`config.mk`:
```
export PLATFORM = sky130hd
export DESIGN_NAME = byte_deserializer
export DESIGN_NICKNAME = d
export VERILOG_FILES = /design/src/rtl/cnt01_pkg.sv /design/src/rtl/byte_deserializer.sv
export SDC_FILE = /design/constraint.sdc
export NUM_CORES = 1
export LEC_CHECK = 0
export ABC_AREA = 1
export CAP_MARGIN = 15
export CORE_MARGIN = 1.5
export CORE_UTILIZATION = 55
export DETAILED_ROUTE_END_ITERATION = 8
export DONT_BUFFER_PORTS = 1
export HOLD_SLACK_MARGIN = 0.02
export MAX_ROUTING_LAYER = met4
export PLACE_DENSITY = 0.73
export SYNTH_ARGS = -nofsm -noshare
export SYNTH_HDL_FRONTEND = slang
export SYNTH_SLANG_ARGS = --single-unit
```
`constraint.sdc`:
```
create_clock -name clk -period 1.3 [get_ports clk]
set_input_delay 0.26 -clock clk [delete_from_list [all_inputs] [get_ports clk]]
set_output_delay 0.26 -clock clk [all_outputs]
set_load 0.05 [all_outputs]
```
`src/rtl/cnt01_pkg.sv`:
```
// Shared types for the bit-majority classifier path: deserializer FSM
// state encodings, word width, and the classifier's verdict codes.
package cnt01_pkg;

  localparam int BYTE_W = 8;

  typedef enum logic [1:0] {
    ST_IDLE = 2'd0,
    ST_FILL = 2'd1,
    ST_FULL = 2'd2
  } state_t;

  typedef enum logic [1:0] {
    LESS1 = 2'b00,
    MORE1 = 2'b01,
    EQUAL = 2'b10
  } verdict_t;

  // Majority verdict of a classifier input word.
  function automatic verdict_t classify(input logic [BYTE_W-1:0] b);
    int ones;
    ones = 0;
    for (int i = 0; i < BYTE_W; i++) ones += int'(b[i]);
    if (ones > BYTE_W / 2) return MORE1;
    if (ones < BYTE_W / 2) return LESS1;
    return EQUAL;
  endfunction

endpackage

```
`src/rtl/byte_deserializer.sv`:
```
// Serial-to-parallel front end: assembles WIDTH accepted bits into a word
// and offers it downstream over a valid/ready handshake.
// Ports: clk, reset (async, active-high); bit_in/bit_valid/bit_ready bit
// stream in; flush drops a partial word; byte_out/byte_valid/byte_ready
// word out; frame_err pulses when a flush discarded accepted bits.
import cnt01_pkg::*;

module byte_deserializer #(
  parameter int WIDTH     = BYTE_W,
  parameter bit MSB_FIRST = 1'b1
) (
  input  logic             clk,
  input  logic             reset,
  input  logic             bit_in,
  input  logic             bit_valid,
  output logic             bit_ready,
  input  logic             flush,
  output logic [WIDTH-1:0] byte_out,
  output logic             byte_valid,
  input  logic             byte_ready,
  output logic             frame_err
);

  localparam int CW = $clog2(WIDTH + 1);

  state_t           state, state_nx;
  logic [CW-1:0]    count, count_nx;
  logic [WIDTH-1:0] sr, sr_nx;
  logic [WIDTH-1:0] out_nx;
  logic             ferr_nx;
  logic [WIDTH-1:0] shifted;
  logic             accept;

  always_comb begin
    if (MSB_FIRST) shifted = {sr[WIDTH-2:0], bit_in};
    else           shifted = {bit_in, sr[WIDTH-1:1]};
  end

  // In FULL the consumer's ready passes straight through, so a word
  // leaving and the next word's first bit share one cycle.
  always_comb begin
    bit_ready = 1'b0;
    case (state)
      ST_IDLE: bit_ready = 1'b1;
      ST_FILL: bit_ready = ~flush;
      ST_FULL: bit_ready = byte_ready;
      default: bit_ready = 1'b0;
    endcase
    if (reset) bit_ready = 1'b0;
  end

  assign accept     = bit_valid & bit_ready;
  assign byte_valid = (state == ST_FULL);

  always_comb begin
    state_nx = state;
    count_nx = count;
    sr_nx    = sr;
    out_nx   = byte_out;
    ferr_nx  = 1'b0;
    case (state)
      ST_IDLE: begin
        if (accept) begin
          sr_nx    = shifted;
          count_nx = CW'(1);
          state_nx = ST_FILL;
        end
      end
      ST_FILL: begin
        if (flush) begin
          state_nx = ST_IDLE;
          count_nx = '0;
          sr_nx    = '0;
          ferr_nx  = 1'b1;
        end else if (accept) begin
          sr_nx = shifted;
          if (count == CW'(WIDTH - 1)) begin
            state_nx = ST_FULL;
            count_nx = CW'(WIDTH);
            out_nx   = shifted;
          end else begin
            count_nx = count + CW'(1);
          end
        end
      end
      ST_FULL: begin
        if (byte_ready) begin
          // A pass-through bit taken during flush is dropped silently.
          if (accept && !flush) begin
            sr_nx    = shifted;
            count_nx = CW'(1);
            state_nx = ST_FILL;
          end else begin
            sr_nx    = '0;
            count_nx = '0;
            state_nx = ST_IDLE;
          end
        end
      end
      default: begin
        state_nx = ST_IDLE;
        count_nx = '0;
        sr_nx    = '0;
      end
    endcase
  end

  always_ff @(posedge clk or posedge reset) begin
    if (reset) begin
      state     <= ST_IDLE;
      count     <= '0;
      sr        <= '0;
      byte_out  <= '0;
      frame_err <= 1'b0;
    end else begin
      state     <= state_nx;
      count     <= count_nx;
      sr        <= sr_nx;
      byte_out  <= out_nx;
      frame_err <= ferr_nx;
    end
  end

endmodule
```
==> impl_metrics.ini <==
[run_status]
outcome = complete, but fails checks
violations = negative setup slack

[die]
die_h_um = 50.4
die_area_um2 = 2540
initial_core_util = 0.605
ioPinCount = 17
num_rows = 16
die-width_um = 50.4
core_um2 = 2040

[power]
swShare = 0.514
p_switching_mw = 2.11
finalPower_mw = 4.10
power_density_nw_per_um2 = 2390
vdd_drop_max_mv = 1.65
internal-power_mw = 1.99
combPwrFrac = 0.539
leakagePower_nw = 0.819
power.share.clock = 0.073
p_seq_frac = 0.388

[final_layout]
utilization = 0.839
nFillCells = 110
diodes = 0
nets = 190
layout-drive-gt1-share = 0.414
area_growth_pct = 38.7

[global_route]
grt_max_degree = 18
gr-total-overflow = 0
antenna_found_initial = 0
grtUsageTotal = 0.305
grt_pass1_wl_um = 5530
first_global_vias = 1220

[place]
place_congestion = 0.844
hpwl_um = 2030
port-buffer-count = 0

[drt]
viasPerCell = 6.28
highest_layer = met4
wl_per_cell_um = 20.1
dr.first_iter.drc_count = 54
postRouteAntennaNets = 0
drc = 0
first_pass_iters = 5
met3_length_um = 445
wl_um = 4170
wl_met2_um = 1950
wl_met1_um = 1600
vias = 1306

[worst_setup_path]
path_class = flip-flop to output port
rr_worst_depth = 10
cp.arrival_ns = 1.38
cp-start-kind = flip-flop
required_ns = 1.04
critical_path.max_fanout = 8
cp-end-kind = output port

[sta]
finalCritPeriodShare = 1.26
rsz0062_at_grt = yes
fmax_mhz = 611
final.setup_skew_ns = 0.00699
period_needed_ns = 1.64
report.final.slew_viol_count = 0
setup_violations = 23
final_hold_viol_count = 0
fin_setup_tns_ns = -6.03
whs_ns = 0.111
timing.slew.headroom = 0.620
max_slew.worst_pin.slew_ns = 0.571
setup_ws_ns = -0.338

[cts]
cts_tree = built
cts_buffers = 3
clk_path_buf_depth = 2
h-tree-depth = 1
cts.clk_slew.worst_paths_ns = 0.12
root_buffer = clkbuf_4
clock_latency_ns = 0.30
cts_sinks = 22

[logic_synthesis]
syn_inst = 148
syn_avg_cell_area_um2 = 8.35
synth_top_cell_area_share = 0.445
synth_area_leaders = dfrtp_1 (45%), nand2_1 (12%), nand4_1 (7.6%)
seq_area_frac_synth = 0.445
synth_cell_types = 23
ys_ff_latch = 22
syn_nets = 155
ys_warn_count = 0
yosys.area.top_type = dfrtp_1
syn_area_um2 = 1240

[min_path]
hold_depth = 2
hp-class = primary input to flip-flop

[run]
maxCapViolations = 0
==> cell families (layout without fill, tap and decap cells) <==
group | Yosys count | count (layout) | share of synthesized area
AO/OA/AOI/OAI | 18 | 18 | 0.110
flip-flops | 22 | 22 | 0.445
adder cells (fa/ha/maj) | 1 | 1 | 0.0101
buffers and inverters | 24 | 55 | 0.0870
AND/OR/NAND/NOR | 83 | 85 | 0.347
==> synthesized netlist by cell type <==
| library cell | count |
|---|---|
| nand2_1 | 38 |
| ha_1 | 1 |
| a31oi_1 | 1 |
| a21o_2 | 1 |
| nand3_1 | 18 |
| inv_1 | 19 |
| nand3_4 | 1 |
| nand4_1 | 15 |
| o21ai_2 | 9 |
| nor2_1 | 3 |
| nand2_2 | 1 |
| a21oi_1 | 2 |
| o21ai_0 | 3 |
| clkbuf_1 | 1 |
| inv_2 | 2 |
| nor3_1 | 1 |
| buf_2 | 1 |
| dfrtp_1 | 22 |
| nand2_4 | 3 |
| nor2_2 | 1 |
| nor2_4 | 2 |
| a21oi_2 | 2 |
| buf_12 | 1 |
==> final cells by class <==
| cell class | instances | area (µm²) | area share |
|---|---|---|---|
| flip-flops and latches | 22 | 553 | 0.323 |
| inverters | 21 | 86.3 | 0.0504 |
| clock buffers | 3 | 22.5 | 0.0131 |
| multi-input cells | 104 | 724 | 0.423 |
| repair buffers | 31 | 294 | 0.172 |
| well taps | 27 | 33.8 | 0.0197 |
==> metrics by stage <==
stage,setup WS [ns],cells,cell area [µm²]
after floorplan,-0.354,148,1250
after global placement,-0.0720,190,1400
after detailed placement,-0.148,190,1400
after CTS,-0.302,203,1590
after global routing,-0.396,208,1710
final,-0.338,208,1710
==> per-layer routing <==
metal | global-route usage | up-vias
met5 | - | -
met4 | 0.108 | 0
met3 | 0.0625 | 22
met2 | 0.520 | 103
met1 | 0.357 | 615
li1 | - | 566
==> cell usage in the layout (no fill, tap or decap), types with 2 or more instances in the layout <==
cell           netlist  routed
nand3_1             18      15
buf_4                0      22
inv_2                2       2
nand2_1             38      27
o21ai_0              3       2
dfrtp_1             22      20
nand2_2              1       7
nor2_4               2       3
o21ai_2              9       9
buf_12               1       3
dfrtp_2              0       2
dlygate4sd3_1        0       2
nand4_1             15      15
inv_1               19      17
buf_6                0       3
clkinvlp_4           0       2
clkbuf_4             0       3
nand2_8              0       3
a21oi_4              0       2
nor2_1               3       3
nand2_4              3       7
nand3_2              0       3
==> state kept, by name (all words and copies together), names as in the netlist <==
register / flops
sr: 7
frame_err: 1
count: 4
byte_out: 8
state: 2
==> worst max-delay path, cell delays in order (launching register included) <==
cell and delay [ns]:
dfrtp_2 0.48, a21o_4 0.25, a21oi_4 0.17, buf_12 0.17
==> what timing repair did <==
item,4_1_cts,5_1_grt
hold buffers,2,0
buffers inserted,7,6
cloned,1,1
endpoints found under the setup margin,23,23
gates resized for setup,16,20
hold endpoints to repair,8,0
pin swaps,6,18
==> power groups by stage <==
stage	clock network, mW	registers, mW	logic (mW)
finish	0.300	1.59	2.21
global route	0.328	1.61	2.34
CTS	0.300	1.52	1.75
detailed placement	0	1.54	1.47
global placement	0	1.52	1.42
floorplan	0	1.50	1.01
==> final timing paths <==
check | start | to | slack (ns)
worst max-delay path | state[0] | bit_ready | -0.34
worst min-delay path | bit_in | sr[0] | 0.11
worst max register to register | state[1] | byte_out[4] | -0.32
worst min register to register | sr[4] | sr[4] | 0.53
max in group asynchronous | reset | sr[6] | 0.49
min in group asynchronous | reset | sr[0] | 0.52
No activity file was read; power rests on OpenSTA's default activity.
